## config.mk

```make
export PLATFORM = sky130hd
export DESIGN_NAME = uart_tx
export DESIGN_NICKNAME = d
export VERILOG_FILES = /design/src/rtl/uart_tx.sv
export SDC_FILE = /design/constraint.sdc
export NUM_CORES = 1
export LEC_CHECK = 0
export ABC_AREA = 1
export CORE_MARGIN = 1
export CORE_UTILIZATION = 45
export DETAILED_ROUTE_END_ITERATION = 12
export GPL_TIMING_DRIVEN = 0
export MAX_ROUTING_LAYER = met4
export REMOVE_ABC_BUFFERS = 1
export SKIP_CTS_REPAIR_TIMING = 1
export SYNTH_ARGS = -nofsm -noshare
export SYNTH_HDL_FRONTEND = slang
export SYNTH_SLANG_ARGS = --single-unit
export TNS_END_PERCENT = 100
```

## constraint.sdc

```tcl
create_clock -name i_clk -period 3.3 [get_ports i_clk]
set_clock_uncertainty 0.1 [all_clocks]
set_input_delay 0.99 -clock i_clk [delete_from_list [all_inputs] [get_ports i_clk]]
set_output_delay 0.99 -clock i_clk [all_outputs]
set_load 0.005 [all_outputs]
```

## src/rtl/uart_tx.sv

```systemverilog
// UART transmitter: 8-entry write FIFO feeding an 8N1, LSB-first serialiser.
// The baud period is DIV_CNT+1 clocks, and frames queued in the FIFO go out back-to-back.
module uart_tx #(
  parameter int                 DIV_WID = 10,
  parameter logic [DIV_WID-1:0] DIV_CNT = 10'd520,
  parameter int                 FIFO_AW = 3
) (
  input  logic       i_clk,
  input  logic       i_rst_n,
  input  logic [7:0] i_data,
  input  logic       i_dataen,
  output logic       o_full,
  output logic       o_empty,
  output logic       o_overflow,
  output logic       o_busy,
  output logic       o_uart_tx
);

  localparam int unsigned DEPTH = 1 << FIFO_AW;
  localparam logic [FIFO_AW:0] FULL_CNT = {1'b1, {FIFO_AW{1'b0}}};

  typedef enum logic [1:0] {S_IDLE, S_START, S_DATA, S_STOP} state_t;

  logic [7:0]         mem_q [DEPTH];
  logic [FIFO_AW-1:0] wptr_q, rptr_q;
  logic [FIFO_AW:0]   count_q, count_d;
  logic               full_q, empty_q, ovf_q;
  logic               push, pop;

  state_t             state_q, state_d;
  logic [DIV_WID-1:0] div_q, div_d;
  logic [2:0]         bitcnt_q, bitcnt_d;
  logic [7:0]         shift_q, shift_d;
  logic               tx_q, tx_d;
  logic               busy_q, busy_d;
  logic               div_zero;

  // The full flag is the registered one, so a pop on the same edge cannot rescue a write.
  assign push     = i_dataen & ~full_q;
  assign div_zero = (div_q == '0);

  always_comb begin
    count_d = count_q;
    case ({push, pop})
      2'b10:   count_d = count_q + (FIFO_AW+1)'(1);
      2'b01:   count_d = count_q - (FIFO_AW+1)'(1);
      default: count_d = count_q;
    endcase
  end

  always_ff @(posedge i_clk) begin
    if (push) mem_q[wptr_q] <= i_data;
  end

  always_ff @(posedge i_clk or negedge i_rst_n) begin
    if (!i_rst_n) begin
      wptr_q  <= '0;
      rptr_q  <= '0;
      count_q <= '0;
      full_q  <= 1'b0;
      empty_q <= 1'b1;
      ovf_q   <= 1'b0;
    end else begin
      if (push) wptr_q <= wptr_q + FIFO_AW'(1);
      if (pop)  rptr_q <= rptr_q + FIFO_AW'(1);
      count_q <= count_d;
      full_q  <= (count_d == FULL_CNT);
      empty_q <= (count_d == '0);
      ovf_q   <= i_dataen & full_q;
    end
  end

  always_ff @(posedge i_clk or negedge i_rst_n) begin
    if (!i_rst_n) begin
      state_q  <= S_IDLE;
      div_q    <= '0;
      bitcnt_q <= '0;
      shift_q  <= '0;
      tx_q     <= 1'b1;
      busy_q   <= 1'b0;
    end else begin
      state_q  <= state_d;
      div_q    <= div_d;
      bitcnt_q <= bitcnt_d;
      shift_q  <= shift_d;
      tx_q     <= tx_d;
      busy_q   <= busy_d;
    end
  end

  always_comb begin
    state_d  = state_q;
    div_d    = div_q;
    bitcnt_d = bitcnt_q;
    shift_d  = shift_q;
    tx_d     = tx_q;
    busy_d   = busy_q;
    pop      = 1'b0;
    case (state_q)
      S_IDLE: begin
        tx_d   = 1'b1;
        busy_d = 1'b0;
        if (!empty_q) begin
          pop     = 1'b1;
          shift_d = mem_q[rptr_q];
          div_d   = DIV_CNT;
          tx_d    = 1'b0;
          busy_d  = 1'b1;
          state_d = S_START;
        end
      end
      S_START: begin
        if (div_zero) begin
          div_d    = DIV_CNT;
          tx_d     = shift_q[0];
          bitcnt_d = '0;
          state_d  = S_DATA;
        end else begin
          div_d = div_q - DIV_WID'(1);
        end
      end
      S_DATA: begin
        if (div_zero) begin
          div_d = DIV_CNT;
          if (bitcnt_q != 3'd7) begin
            shift_d  = {1'b0, shift_q[7:1]};
            tx_d     = shift_q[1];
            bitcnt_d = bitcnt_q + 3'd1;
          end else begin
            tx_d    = 1'b1;
            state_d = S_STOP;
          end
        end else begin
          div_d = div_q - DIV_WID'(1);
        end
      end
      S_STOP: begin
        // Chain straight into the next start bit when more data is queued.
        if (div_zero) begin
          if (!empty_q) begin
            pop     = 1'b1;
            shift_d = mem_q[rptr_q];
            div_d   = DIV_CNT;
            tx_d    = 1'b0;
            state_d = S_START;
          end else begin
            busy_d  = 1'b0;
            state_d = S_IDLE;
          end
        end else begin
          div_d = div_q - DIV_WID'(1);
        end
      end
      default: state_d = S_IDLE;
    endcase
  end

  assign o_full     = full_q;
  assign o_empty    = empty_q;
  assign o_overflow = ovf_q;
  assign o_busy     = busy_q;
  assign o_uart_tx  = tx_q;

endmodule
```

# After elaboration in Yosys (flattened, before gate mapping)
# Memories as Yosys holds them, arrays and structs flattened.
# Index checks and enable logic that the tools add are counted.
[totals]
reg_bits = 38
mem_bits_rw = 64
output_inout_bits = 5
wordCells = 85
mem_count = 1
[memory_table]
columns = ["memory", "depth", "word_bits", "rd", "rd_ports_with_merged_regs", "write_ports", "line", "text"]
rows = [
  ["mem_q", 8, 8, 1, 0, 1, "24", "logic [7:0] mem_q [DEPTH];"],
]
[classes]
n_addsub = 6
eq_ne = 15
muxes = 36
bitwise_logic = 3
reduce_logical = 12
[ops]
columns = ["operator", "count"]
rows = [
  ["2-to-1 mux 8 bit", 4],
  ["2-to-1 mux 10 bit", 3],
  ["one-hot mux 10 bit (3 select lines)", 1],
  ["one-hot mux 8 bit (3 select lines)", 1],
  ["!= test 2 bit, second input constant", 8],
  ["2-to-1 mux 1 bit", 13],
  ["AND reduction 4 bit", 3],
  ["zero test 10 bit", 1],
  ["2-to-1 mux 2 bit", 5],
  ["subtractor 10 x 1 -> 10 bit, second input constant", 1],
  ["adder 3 x 1 -> 3 bit, second input constant", 3],
  ["2-to-1 mux 3 bit", 3],
  ["one-hot mux 2 bit (4 select lines)", 1],
  ["one-hot mux 4 bit (2 select lines)", 1],
  ["equality test 2 bit, second input constant", 3],
  ["one-hot mux 3 bit (2 select lines)", 1],
  ["AND reduction 5 bit", 1],
  ["adder 4 x 1 -> 4 bit, second input constant", 1],
  ["equality test 2 x 1 -> 1 bit, second input constant", 2],
  ["equality test 4 bit, second input constant", 1],
  ["zero test 4 bit", 1],
  ["one-hot mux 1 bit (2 select lines)", 2],
  ["one-hot mux 1 bit (4 select lines)", 1],
  ["nonzero test 2 bit", 2],
  ["other kinds (8)", 9],
]

# Depth between registers and ports, before layout
[logic_depth]
depth_word = 6
depth_mapped = 16

# Worst setup path after synthesis
# OpenSTA, ideal clock, no wires.
[synth_timing]
path_kind = "input port to flip-flop"
startpoint = "input i_dataen"
endpoint = "memory mem_q[4][0] (enable)"
setup_ns = 0.370
t_arrival_ns = 2.064
required_ns = 2.830
path_slack_ns = 0.766
stages = 5
cell_sequence = "inv_1 nor2_1 inv_1 or2_2 nor2_1"
[synth_via]
elab_chain_len = 3
[synth_rtl]
columns = ["item", "line", "text"]
rows = [
  ["from (decl)", "11", "input logic i_dataen,"],
  ["AND 1 bit", "39", "assign push = i_dataen & ~full_q;"],
  ["2-to-1 mux 1 bit", "52", "if (push) mem_q[wptr_q] <= i_data;"],
  ["2-to-1 mux 1 bit (implied by the code)", "52", ""],
  ["to (decl)", "24", ""],
]
# Every way passes these cells.

# Worst setup path in the final report
[layout_timing]
startpoint = "input i_dataen"
endpoint = "memory mem_q[4][2] (enable)"
# Same word-level chain as after synthesis.

==> results_tabular.tex <==
\begin{tabular}{lr}
\hline
Metric & Value \\
\hline
\multicolumn{2}{l}{\textbf{Routing}} \\
\quad Residual antenna-violating net count after detailed routing & 0 \\
\quad DR vias/cell & 5.35 \\
\quad Drt pass-1 iters & 5 \\
\quad Via total after detailed routing & 3,113 \\
\quad First-iteration detailed-routing DRC count & 115 \\
\quad Routed WL & 8.93 mm \\
\quad DRC errors left & 0 \\
\quad Wire length per cell after detailed routing & 15.3 um \\
\multicolumn{2}{l}{\textbf{Critical path}} \\
\quad Register-to-register setup slack & 0.63 ns \\
\quad Worst setup path endpoint & mem\_q[4][2] \\
\quad Arrival @ worst endpoint & 3.05 ns \\
\quad Worst Setup Path Type & in -> reg \\
\quad Required time of the worst setup path & 3.19 ns \\
\quad Capture point of the worst reg-to-reg path & o\_full \\
\quad Launching element type of the critical path & input pin \\
\quad Startpoint of the most critical register-to-register path & div\_q[0] \\
\quad Launch point of the worst path & i\_dataen \\
\quad Largest stage delay on the critical path & 0.76 ns \\
\quad Crit-path cells & clkdlybuf4s50\_1 -> inv\_1 -> nor2\_1 -> inv\_1 -> or2\_2 -> nor2\_1 \\
\quad Register-to-Register Path Depth & 15 \\
\quad Highest-delay cell along the critical path & sky130\_fd\_sc\_hd\_\_nor2\_1 \\
\quad Highest fanout seen on the critical path & 8 \\
\quad Capturing element type of the critical path & flip-flop \\
\multicolumn{2}{l}{\textbf{Outcome}} \\
\quad Run status & completed \\
\multicolumn{2}{l}{\textbf{STA}} \\
\quad Relative slew margins & 33.2\% \\
\quad Part of the cycle the worst path needs & 95.9\% \\
\quad Final Setup Violations & 0 \\
\quad Period minus WS final & 3.17 ns \\
\quad Unrepaired setup endpoints after global routing & no \\
\quad Worst hold slack after final layout & 0.402 ns \\
\quad Hold Vio Cnt, Final & 0 \\
\quad Final Max Slew Viols & 0 \\
\quad Transition at the pin with the smallest max-transition slack & 0.998 ns \\
\quad Final-layout setup total negative slack & 0 ns \\
\quad Achievable frequency & 0.316 GHz \\
\multicolumn{2}{l}{\textbf{Clocking}} \\
\quad Number of H-tree branching levels & 3 \\
\quad CTS clock-pin slew for the worst setup and hold paths & 0.09 ns \\
\quad CTS Sinks & 102 \\
\quad Root buf cell & sky130\_fd\_sc\_hd\_\_clkbuf\_8 \\
\quad Inserted Clock Buffers & 9 \\
\quad Clock network latency to the later pin of the worst-skew pair & 0.37 ns \\
\quad TritonCTS clock tree & done \\
\quad Maximum clock path buffer count & 2 \\
\multicolumn{2}{l}{\textbf{Global route}} \\
\quad Wire length of the first global-routing pass & 14.7 mm \\
\quad Leftover overflow at the end of global routing & 0 \\
\quad Number of antenna violations at the first check in global routing & 0 \\
\quad Via count of the first global-routing pass & 2,907 \\
\quad Global Route Usage Sum & 19.4\% \\
\quad Largest net degree at the start of global routing & 39 \\
\multicolumn{2}{l}{\textbf{Die}} \\
\quad FP Rows & 36 \\
\quad Effective utilization at floorplan & 47.0\% \\
\quad Floorplan die area & 10,700 um2 \\
\quad Number of primary I/O pins & 16 \\
\quad Die width & 103 um \\
\quad Core outline area & 9860 um2 \\
\quad Die height & 103 um \\
\multicolumn{2}{l}{\textbf{Pwr}} \\
\quad Combinational power share & 41.0\% \\
\quad Clock network fraction of total power & 18.2\% \\
\quad Switching share of power & 41.0\% \\
\quad Cell leakage power & 0.00201 uW \\
\quad Sequential share of power & 40.9\% \\
\quad Worst vdd rail ir drop & 411 uV \\
\quad Internal power contribution & 2840 uW \\
\quad Power per unit of standard cell area & 943 nW/um2 \\
\quad Net switching power figure & 1980 uW \\
\multicolumn{2}{l}{\textbf{Yosys}} \\
\quad Gate Count Post-Synth & 431 \\
\quad Count of warnings emitted by yosys & 0 \\
\quad Mean Syn Cell Area & 10.8 um2 \\
\quad Most used flip-flop cell after synthesis & sky130\_fd\_sc\_hd\_\_edfxtp\_1 \\
\quad Flip-flop and latch count after synthesis & 102 \\
\quad Cell area after synthesis & 4640 um2 \\
\quad Count of cell types in the netlist & 41 \\
\quad Register area share after synthesis & 62.0\% \\
\quad Proportion of register bits with asynchronous set or reset after synthesis & 37.3\% \\
\quad Number of enable-type register cells in the synthesized netlist & 64 \\
\multicolumn{2}{l}{\textbf{Layout}} \\
\quad Antenna cell count & 0 \\
\quad Most common library cell in the layout ignoring fill and taps & sky130\_fd\_sc\_hd\_\_edfxtp\_1 \\
\quad Final instance area & 5110 um2 \\
\quad Share of final-layout standard cells stronger than drive strength 1 & 8.69\% \\
\quad Leading cell types in the layout, fill and taps excluded & sky130\_fd\_sc\_hd\_\_edfxtp\_1, sky130\_fd\_sc\_hd\_\_nor2\_1, sky130\_fd\_sc\_hd\_\_o21ai\_0, sky130\_fd\_sc\_hd\_\_nand2\_1, sky130\_fd\_sc\_hd\_\_inv\_1 \\
\quad Number of nets in the final layout & 468 \\
\quad Utilization of the core after routing & 51.8\% \\
\quad Area added between synthesis and finish & 10.2\% \\
\multicolumn{2}{l}{\textbf{Placed design}} \\
\quad Detailed-placement wirelength estimate & 5.65 mm \\
\quad Buffers on Ports & 15 \\
\quad Post-place instance area & 4880 um2 \\
\quad Routability congestion estimate & 0.844 \\
\multicolumn{2}{l}{\textbf{Hold path}} \\
\quad Hold crit path type & reg -> reg \\
\multicolumn{2}{l}{\textbf{Flow run}} \\
\quad Number of violations of the max-capacitance limit & 0 \\
\hline
\end{tabular}
stage by stage:
| stage | total power (uW) | std cells | setup slack, ns |
|---|---|---|---|
| 2_1_floorplan | 3410 | 418 | 0.766 |
| 3_3_place_gp | 3920 | 566 | -0.280 |
| 3_5_place_dp | 3970 | 566 | -0.274 |
| 4_1_cts | 4850 | 582 | 0.114 |
| 5_1_grt | 5220 | 582 | 0.00130 |
| 6_report | 4820 | 582 | 0.134 |
synthesized netlist by cell type, types with 2 or more instances:
master / count / area (um2)
sky130_fd_sc_hd__o41ai_1: 2 / 17.5
sky130_fd_sc_hd__xor2_1: 7 / 61.3
sky130_fd_sc_hd__ha_1: 13 / 163
sky130_fd_sc_hd__clkbuf_1: 10 / 37.5
sky130_fd_sc_hd__edfxtp_1: 64 / 1920
sky130_fd_sc_hd__xnor2_1: 2 / 17.5
sky130_fd_sc_hd__dfrtp_1: 36 / 901
sky130_fd_sc_hd__dfstp_2: 2 / 52.6
sky130_fd_sc_hd__nor2_4: 4 / 45.0
sky130_fd_sc_hd__nand2_2: 4 / 25.0
sky130_fd_sc_hd__inv_2: 2 / 7.51
sky130_fd_sc_hd__o22ai_1: 22 / 138
sky130_fd_sc_hd__nor2_1: 60 / 225
sky130_fd_sc_hd__nor3_1: 2 / 10.0
sky130_fd_sc_hd__nand4_1: 2 / 12.5
sky130_fd_sc_hd__o21ai_0: 58 / 290
sky130_fd_sc_hd__nand2_1: 51 / 191
sky130_fd_sc_hd__o211ai_1: 2 / 15.0
sky130_fd_sc_hd__clkinv_1: 2 / 7.51
sky130_fd_sc_hd__a21oi_1: 13 / 65.1
sky130_fd_sc_hd__o21ai_1: 4 / 20.0
sky130_fd_sc_hd__inv_1: 36 / 135
sky130_fd_sc_hd__a31oi_1: 2 / 12.5
sky130_fd_sc_hd__nand2_4: 3 / 33.8
sky130_fd_sc_hd__o221ai_1: 3 / 26.3
sky130_fd_sc_hd__nand3_1: 9 / 45.0
sky130_fd_sc_hd__buf_6: 2 / 22.5
sequential cells by signal, summed over array words and instances, names as in the netlist:
| register | flops |
|---|---|
| bitcnt_q | 3 |
| o_uart_tx | 1 |
| rptr_q | 3 |
| shift_q | 8 |
| state_q | 2 |
| count_q | 4 |
| o_empty | 1 |
| o_overflow | 1 |
| mem_q | 64 |
| wptr_q | 3 |
| div_q | 10 |
| o_full | 1 |
| o_busy | 1 |
worst min path at each step:
stage | startpoint | to | slack [ns] | cells past startpoint
after floorplan | bitcnt_q[1] | bitcnt_q[1] | 0.36 | 2
after global placement | bitcnt_q[1] | bitcnt_q[1] | 0.37 | 2
after detailed placement | o_full | o_overflow | 0.38 | 2
after CTS | bitcnt_q[2] | bitcnt_q[2] | 0.41 | 2
after global routing | div_q[0] | div_q[0] | 0.43 | 1
final | bitcnt_q[2] | bitcnt_q[2] | 0.40 | 2
cell type report:
| class | count | area [um2] |
|---|---|---|
| Clock buffer | 9 | 124 |
| Tap cell | 133 | 166 |
| Clock inverter | 7 | 103 |
| Fill cell | 873 | 4750 |
| Multi-Input combinational cell | 276 | 1550 |
| Sequential cell | 102 | 2880 |
| Inverter | 40 | 150 |
| Timing Repair Buffer | 15 | 145 |
logic make-up after synthesis:
family	synth area share [%]
compound gates	14.4
xor+xnor	1.70
fa+ha+maj	3.51
buf+inv	4.64
flops	62.0
simple gates	13.7
per-layer routing:
layer	share of wire, %	GRT usage, %	wire length [um]	vias up
met5	0	-	0	-
met4	0.57	4.98	51	0
met3	4.2	4.77	379	8
met2	47	29.3	4210	66
met1	48	26.3	4290	1506
li1	-	-	-	1533
critical path: cells and delay by family:
kind	cells	cell delay, ns
buffers and inverters	3	0.71
and+or+nand+nor	3	1.35
power groups by stage:
stage / clock [uW] / sequential, uW / combinational (uW)
finish: 876 / 1970 / 1970
global route: 936 / 2010 / 2270
CTS: 900 / 1970 / 1980
detailed placement: 0 / 2000 / 1980
global placement: 0 / 1980 / 1930
floorplan: 0 / 1900 / 1510
(Power assumes the default switching activity.)
